### config.mk
export PLATFORM = sky130hd
export DESIGN_NAME = sram_mem_ctrl
export DESIGN_NICKNAME = d
export VERILOG_FILES = /design/src/rtl/mips_pkg.sv /design/src/rtl/sram_wait_cnt.sv /design/src/rtl/sram_mem_ctrl.sv
export SDC_FILE = /design/constraint.sdc
export NUM_CORES = 1
export LEC_CHECK = 0
export CAP_MARGIN = 20
export CORE_ASPECT_RATIO = 1.4
export CORE_MARGIN = 5
export CORE_UTILIZATION = 30
export DETAILED_ROUTE_END_ITERATION = 10
export SYNTH_ARGS = -nofsm -noshare
export SYNTH_HDL_FRONTEND = slang
export SYNTH_SLANG_ARGS = --single-unit
### constraint.sdc
create_clock -name clk -period 4.25 [get_ports clk]
set_clock_uncertainty 0.15 [all_clocks]
set_input_delay 0.85 -clock clk [delete_from_list [all_inputs] [get_ports clk]]
set_output_delay 0.85 -clock clk [all_outputs]
set_load 0.01 [all_outputs]
### src/rtl/mips_pkg.sv
// rtl/mips_pkg.sv - shared constants and helpers for the MIPS memory-stage controllers
`timescale 1ns/1ps
package mips_pkg;

    localparam logic [1:0] ST_IDLE = 2'd0;
    localparam logic [1:0] ST_LO   = 2'd1;
    localparam logic [1:0] ST_HI   = 2'd2;
    localparam logic [1:0] ST_DONE = 2'd3;

    localparam logic [31:0] DEFAULT_ADDR_BASE = 32'd1024;
    localparam int WORD_BITS  = 32;
    localparam int HALF_BITS  = 16;
    localparam int WORD_BYTES = 4;

    // Word index relative to the SRAM window; the low two byte-address bits drop out.
    function automatic logic [31:0] word_offset(input logic [31:0] byte_addr,
                                                input logic [31:0] base);
        return (byte_addr - base) >> 2;
    endfunction

endpackage

### src/rtl/sram_wait_cnt.sv
// rtl/sram_wait_cnt.sv - wait-state counter with load-zero, increment and terminal flag
`timescale 1ns/1ps
module sram_wait_cnt #(
    parameter int unsigned MAX_VAL = 1,
    parameter int unsigned CW      = 1
) (
    input  logic          clk,
    input  logic          rst,
    input  logic          clr,
    input  logic          inc,
    output logic [CW-1:0] cnt_d,
    output logic          term
);

    localparam logic [CW-1:0] MAX_C = CW'(MAX_VAL);

    logic [CW-1:0] cnt_q;

    always_comb begin
        cnt_d = cnt_q;
        if (clr) begin
            cnt_d = '0;
        end else if (inc) begin
            cnt_d = cnt_q + CW'(1);
        end
    end

    always_ff @(posedge clk) begin
        if (rst) begin
            cnt_q <= '0;
        end else begin
            cnt_q <= cnt_d;
        end
    end

    assign term = (cnt_q == MAX_C);

endmodule

### src/rtl/sram_mem_ctrl.sv
// rtl/sram_mem_ctrl.sv - splits MEM-stage word loads/stores into two 16-bit SRAM accesses
`timescale 1ns/1ps
module sram_mem_ctrl
    import mips_pkg::*;
#(
    parameter int unsigned WAIT_CYCLES = 1,
    parameter logic [31:0] ADDR_BASE   = DEFAULT_ADDR_BASE,
    parameter int unsigned SRAM_AW     = 18
) (
    input  logic               clk,
    input  logic               rst,
    input  logic               MEM_R_En,
    input  logic               MEM_W_En,
    input  logic [31:0]        ALU_result,
    input  logic [31:0]        ST_val,
    output logic [31:0]        read_data,
    output logic               ready,
    output logic [SRAM_AW-1:0] SRAM_ADDR,
    output logic [15:0]        SRAM_DQ_o,
    output logic               SRAM_DQ_oe,
    input  logic [15:0]        SRAM_DQ_i,
    output logic               SRAM_WE_N
);

    localparam int            CW     = (WAIT_CYCLES < 1) ? 1 : $clog2(WAIT_CYCLES + 1);
    localparam int            WW     = SRAM_AW - 1;
    localparam logic [CW-1:0] WAIT_C = CW'(WAIT_CYCLES);

    logic [1:0]         state_q, state_d;
    logic               op_store_q, op_store_d;
    logic [WW-1:0]      word_q, word_d;
    logic [31:0]        st_val_q, st_val_d;
    logic [15:0]        lo_buf_q, lo_buf_d;
    logic [31:0]        read_data_q, read_data_d;
    logic [SRAM_AW-1:0] addr_q, addr_d;
    logic [15:0]        dq_o_q, dq_o_d;
    logic               oe_q, oe_d;
    logic               we_n_q, we_n_d;

    logic               req;
    logic               in_half;
    logic               cnt_clr;
    logic [CW-1:0]      cnt_d;
    logic               cnt_term;
    logic [WW-1:0]      word_in;
    logic               cur_store;
    logic [WW-1:0]      cur_word;
    logic [31:0]        cur_st;
    logic               active_d;
    logic               hi_d;

    assign req     = MEM_R_En | MEM_W_En;
    assign in_half = (state_q == ST_LO) || (state_q == ST_HI);
    assign word_in = WW'(word_offset(ALU_result, ADDR_BASE));

    always_comb begin
        state_d = state_q;
        case (state_q)
            ST_IDLE: if (req) state_d = ST_LO;
            ST_LO:   if (cnt_term) state_d = ST_HI;
            ST_HI:   if (cnt_term) state_d = ST_DONE;
            ST_DONE: state_d = ST_IDLE;
            default: state_d = ST_IDLE;
        endcase
    end

    assign cnt_clr = (state_d != state_q) || !in_half;

    sram_wait_cnt #(
        .MAX_VAL (WAIT_CYCLES),
        .CW      (CW)
    ) u_wait_cnt (
        .clk   (clk),
        .rst   (rst),
        .clr   (cnt_clr),
        .inc   (in_half),
        .cnt_d (cnt_d),
        .term  (cnt_term)
    );

    // Operation is captured at launch so a flushed request still finishes cleanly.
    always_comb begin
        op_store_d = op_store_q;
        word_d     = word_q;
        st_val_d   = st_val_q;
        if (state_q == ST_IDLE && req) begin
            op_store_d = MEM_W_En;
            word_d     = word_in;
            st_val_d   = ST_val;
        end
    end

    assign cur_store = (state_q == ST_IDLE) ? MEM_W_En : op_store_q;
    assign cur_word  = (state_q == ST_IDLE) ? word_in  : word_q;
    assign cur_st    = (state_q == ST_IDLE) ? ST_val   : st_val_q;
    assign active_d  = (state_d == ST_LO) || (state_d == ST_HI);
    assign hi_d      = (state_d == ST_HI);

    // Bus outputs are registered from next-state so they are valid for the whole half.
    always_comb begin
        addr_d = addr_q;
        dq_o_d = dq_o_q;
        oe_d   = 1'b0;
        we_n_d = 1'b1;
        if (active_d) begin
            addr_d = {cur_word, hi_d};
            if (cur_store) begin
                oe_d   = 1'b1;
                dq_o_d = hi_d ? cur_st[31:16] : cur_st[15:0];
                we_n_d = (cnt_d == WAIT_C);
            end
        end
    end

    // The low half is staged so read_data only changes when the whole word is in.
    always_comb begin
        lo_buf_d    = lo_buf_q;
        read_data_d = read_data_q;
        if (cnt_term && !op_store_q) begin
            if (state_q == ST_LO) begin
                lo_buf_d = SRAM_DQ_i;
            end else if (state_q == ST_HI) begin
                read_data_d = {SRAM_DQ_i, lo_buf_q};
            end
        end
    end

    always_ff @(posedge clk) begin
        if (rst) begin
            state_q     <= ST_IDLE;
            op_store_q  <= 1'b0;
            word_q      <= '0;
            st_val_q    <= '0;
            lo_buf_q    <= '0;
            read_data_q <= '0;
            addr_q      <= '0;
            dq_o_q      <= '0;
            oe_q        <= 1'b0;
            we_n_q      <= 1'b1;
        end else begin
            state_q     <= state_d;
            op_store_q  <= op_store_d;
            word_q      <= word_d;
            st_val_q    <= st_val_d;
            lo_buf_q    <= lo_buf_d;
            read_data_q <= read_data_d;
            addr_q      <= addr_d;
            dq_o_q      <= dq_o_d;
            oe_q        <= oe_d;
            we_n_q      <= we_n_d;
        end
    end

    assign ready      = !req || (state_q == ST_DONE);
    assign read_data  = read_data_q;
    assign SRAM_ADDR  = addr_q;
    assign SRAM_DQ_o  = dq_o_q;
    assign SRAM_DQ_oe = oe_q;
    assign SRAM_WE_N  = we_n_q;

endmodule
; ---- Word-level counts from Yosys, hierarchy flattened
; Cells that the tools add are included.
[word_totals]
ff_bits = 137
output_inout_bits = 69
in_bits = 84
wordCells = 49
[op_classes]
add_sub_neg = 2
n_bitwise = 4
n_reduce_logical = 15
n_mux = 11
n_eq_ne = 6
[op_table]
columns = op, n
row1 = two-way mux 32 bit, 1
row2 = "subtractor 19 x 11 -> 19 bit, second input constant", 1
row3 = two-way mux 17 bit, 1
row4 = two-way mux 16 bit, 1
row5 = case mux 2 bit (4 select lines), 1
row6 = "equality test 2 bit, second input constant", 3
row7 = two-way mux 2 bit, 3
row8 = "equality test 2 x 1 -> 1 bit, second input constant", 2
row9 = logical OR 1 bit, 4
row10 = two-way mux 1 bit, 4
row11 = AND reduction 2 bit, 2
row12 = logical NOT 1 bit, 3
row13 = inverter 1 bit, 3
row14 = AND reduction 3 bit, 1
row15 = OR reduction 3 bit, 1
row16 = logical AND 1 bit, 2
row17 = logical NOT 2 bit, 1
row18 = inequality test 2 bit, 1
row19 = OR reduction 2 bit, 1
row20 = "adder 1 bit, second input constant", 1
row21 = bitwise OR 1 bit, 1

; ---- Longest topological paths before layout
[logic_depth]
word_depth = 7
depth_mapped = 14
depth_no_buf = 10

; ---- By module
; Synthesis repeated with hierarchy kept, for this count alone.
[unflattened]
cells_unflattened = 671
area_unflattened_um2 = 5609.1
[by_module_without_submodules]
columns = module, instances, seq_area_each_um2, cells_each, area_each_um2
row1 = sram_mem_ctrl, 1, 2722.6, 667, 5566.6
row2 = sram_wait_cnt, 1, 20.0, 4, 42.5

; ---- Worst setup path before layout
; OpenSTA, ideal clock, no wires.
[synth_path]
path_kind = register to register
startpoint = register state_q[0]
endpoint = register addr_q[0], in the netlist SRAM_ADDR[0]
t_arrival_ns = 2.713
setup_time_ns = 0.128
setup_slack_ns = 1.259
t_required_ns = 3.972
stages_incl_launch_ff = 12
synth_period_minus_slack_ns = 2.991
n_path_buf = 5
path_cell_list = dfxtp_1 -> inv_1 -> ha_1 -> buf_4 -> buf_2 -> buf_4 -> o31a_1 -> ha_1 -> clkbuf_1 -> clkbuf_1 -> mux2i_1 -> nor2_1
[synth_between]
elab_chain_cells = 4
word_cells_on_any_way = 11
cone_classes = 5 x eq/ne / 4 x mux / 2 x reduce/logical
[synth_rtl]
columns = element, line
row1 = from (decl), sram_mem_ctrl.sv:29  ; logic [1:0] state_q, state_d;
row2 = from (signal assigned), sram_mem_ctrl.sv:141  ; state_q <= state_d;
row3 = "equality test 2 bit, or another cell as far along", sram_mem_ctrl.sv:58  ; case (state_q)
row4 = case mux 2 bit (4 select lines) *, sram_mem_ctrl.sv:58
row5 = equality test 2 x 1 -> 1 bit or equality test 2 bit (tied branches), "sram_mem_ctrl.sv:96, sram_mem_ctrl.sv:97"
row6 = logical OR 1 bit, sram_mem_ctrl.sv:96  ; assign active_d = (state_d == ST_LO) || (state_d == ST_HI);
row7 = to (signal assigned), sram_mem_ctrl.sv:147  ; addr_q <= addr_d;
row8 = to (decl), sram_mem_ctrl.sv:35  ; logic [SRAM_AW-1:0] addr_q, addr_d;
; Every way passes the cells marked *; elsewhere a longest branch is shown, timed or not.
; A chain may end at the register's enable or synchronous reset.

; ---- Worst setup path after layout
[layout_path]
startpoint = input port MEM_W_En
endpoint = output port ready
[layout_between]
elab_chain_cells = 3
[layout_rtl]
columns = element, line
row1 = from (decl), sram_mem_ctrl.sv:13  ; input logic MEM_W_En,
row2 = bitwise OR 1 bit, sram_mem_ctrl.sv:52  ; assign req = MEM_R_En | MEM_W_En;
row3 = logical NOT 1 bit, sram_mem_ctrl.sv:154  ; assign ready = !req || (state_q == ST_DONE);
row4 = logical OR 1 bit, sram_mem_ctrl.sv:154
row5 = to (decl), sram_mem_ctrl.sv:17  ; output logic ready,
; No other way between the ends.

==> key figures <==
Run status
  • Status: finished, final reports clean

Critical path
  • CP Launch Type: input port
  • Cell mode on critical path: clkdlybuf4s50_1
  • Cells along the critical path: clkdlybuf4s50_1, nor2_1, or2_2, clkdlybuf4s50_1
  • Worst-path fanout max: 5
  • Critical path capture point type: output port
  • Critical Path AT: 2400 ps
  • Worst Path Buf+Inv: 2
  • Worst path max stage delay: 570 ps
  • Critical Path RT: 3250 ps
  • Slowest-stage cell, CP: clkdlybuf4s50_1
  • Worst reg2reg path depth: 9
  • Critical path's top delay family: buffers and inverters
  • Crit Path Class: input port to output port
  • Crit. path cell count: 4

STA
  • Slew margin rel.: 0.314
  • Worst Tran Pin Value: 1030 ps
  • Final setup viols: 0
  • Hold Fails Final Rpt: 0
  • Setup TNS: 0 ps
  • Min setup slack post-route: 850 ps
  • Final period utilization: 0.800
  • Final Critical Period: 3400 ps
  • Fmax: 0.294 GHz
  • Max-slew violations: 0
  • RSZ-0062 raised after global routing: no

Logic synthesis
  • Syn nets: 758
  • Prevailing post-synth register cell: dfxtp_1
  • FF+latch count, synth: 137
  • Synth top area cells: dfxtp_1, nand2_1, a21oi_1
  • Synth top area share: 0.493
  • Post-synthesis instance total: 667
  • Top cells by count, synth: nand2_1, dfxtp_1, a21oi_1
  • Synth warn: 0
  • Post-Syn Area: 5560 um^2
  • Count leader, synth: nand2_1
  • Yosys cell types: 35
  • Asr flop ratio synth: 0
  • Dominant cell type by area after synthesis: dfxtp_1
  • Sequential share of the synthesized area: 0.493
  • Number of flops mapped to enable cells by yosys: 0
  • Syn Area/Cell: 8.34 um^2

Clock tree
  • Hold buffers post-CTS: 0
  • Root Buffer: clkbuf_16
  • H-Tree Depth: 4
  • TritonCTS buffer count: 17
  • Maximum buffer depth of the clock tree: 2
  • CTS tree: built
  • Clock slew at reported path FFs: 60 ps
  • Postcts setup bufs: 0
  • # resized after CTS: 0
  • CTS sink cnt: 137
  • Clock latency on the worst-skew pair: 410 ps

Route
  • DRC violations left: 0
  • Routed WL: 14600 um
  • First-pass DRT Iterations: 6
  • DRT iter0 DRCs: 286
  • Vias per cell: 4.63
  • ANT nets after route: 0
  • Post-DR wirelength/cell: 14.1 um
  • DR vias: 4817

Final layout
  • Syn-to-layout area delta: 39.8%
  • Diode count: 0
  • Layout fillers: 1877
  • Nets: 875
  • Share of cells above drive strength 1: 0.0891

GRT
  • First-pass GRT wire length: 23500 um
  • Maximum number of pins on one net before global-route repair: 89
  • All-Layer GR Usage: 0.137
  • Initial antenna violation count: 0
  • Gr ovfl total: 0
  • Number of global-route vias before repair: 4665

Floorplan
  • Initial Utilization: 0.301
  • Standard-cell rows: 59
  • Chip width: 125 um
  • Number of top-level pins: 153
  • Core area: 18500 um^2
  • Die Y: 171 um
  • Die area: 21400 um^2

Min path
  • Worst min path class: flop to flop
  • Cell depth of the worst hold path: 2

Placement
  • GPL Wtd Cong: 0.745
  • PortBufs: 137
  • Pre-CTS WS: 842 ps
  • Post-DP HPWL: 9840 um

Power
  • Peak supply drop: 0.000207 V
  • Leakage: 2.81 nW
  • Power Density: 442 nW/um^2
  • Total power: 0.00344 W

Run
  • Maxcap violations: 0
final cells by class:
| class | instances | area [um^2] | area share |
|---|---|---|---|
| Timing Repair Buffer | 147 | 1480 | 0.190 |
| Inverter | 7 | 26.3 | 0.00338 |
| Tap cell | 244 | 305 | 0.0392 |
| Multi-Input combinational cell | 474 | 2600 | 0.335 |
| Clock inverter | 14 | 186 | 0.0240 |
| Clock buffer | 18 | 439 | 0.0564 |
| Sequential cell | 137 | 2740 | 0.353 |
cell usage in the layout (no fill, tap or decap), types with 5 or more instances in the layout:
cell	n
inv_1	7
xnor2_1	5
clkdlybuf4s50_1	136
nand2_1	215
ha_1	6
nor2_1	47
clkbuf_16	17
a21oi_1	123
mux2i_1	10
mux4_2	16
buf_4	9
nor3_1	9
a211oi_1	8
dfxtp_1	137
state kept, by name, summed over array words and instances, names as in the netlist:
signal / cells
SRAM_WE_N: 1
SRAM_ADDR: 18
state_q: 2
lo_buf_q: 16
SRAM_DQ_o: 16
op_store_q: 1
SRAM_DQ_oe: 1
st_val_q: 32
read_data: 32
word_q: 17
u_wait_cnt.term: 1
kinds of logic after synthesis:
kind of cell / Yosys count / synth area share
AO/OA/AOI/OAI: 148 / 0.147
XOR/XNOR: 5 / 0.00787
adder cells (fa/ha/maj): 7 / 0.0157
buffers and inverters: 56 / 0.0423
flip-flops: 137 / 0.493
multiplexers: 26 / 0.0828
AND/OR/NAND/NOR: 288 / 0.212
per-stage QoR:
step                hold slack, ps  instances  area [um^2]   util
floorplan                      282        667         5560      -
global placement               288       1008         7130  0.386
CTS                            302       1041         7780  0.422
finish                         299       1041         7780  0.422
global route                   318       1041         7780  0.422
detailed placement             294       1009         7150  0.388
tightest hold or removal path, delay by kind of cell (launching register included):
family | cells | cell delay [ps]
AO/OA/AOI/OAI | 1 | 50
flip-flops | 1 | 310
AND/OR/NAND/NOR | 1 | 50
power by group:
part / internal, W / switching (W) / total, W
clock network: 0.000956 / 0.000603 / 0.00156
logic: 0.000234 / 0.000247 / 0.000481
registers: 0.00136 / 0.0000381 / 0.00140
total: 0.00255 / 0.000888 / 0.00344
routing by layer:
layer | up-vias | share of wire | GRT usage
met4 | 0 | 0.016 | 0.0486
met5 | - | 0 | 0
met1 | 2214 | 0.40 | 0.147
li1 | 2475 | - | -
met3 | 16 | 0.049 | 0.0390
met2 | 112 | 0.53 | 0.256
path summary, 6_finish.rpt:
| check | start | endpoint | slack (ps) |
|---|---|---|---|
| worst max-delay path | MEM_W_En | ready | 850 |
| worst min-delay path | lo_buf_q[7]$_SDFFE_PP0P_ | read_data[7]$_SDFFE_PP0P_ | 300 |
| worst max register to register | state_q[0]$_SDFF_PP0_ | SRAM_ADDR[17]$_SDFFE_PP0N_ | 1260 |
| worst min register to register | lo_buf_q[7]$_SDFFE_PP0P_ | read_data[7]$_SDFFE_PP0P_ | 300 |
(Power assumes the default switching activity.)
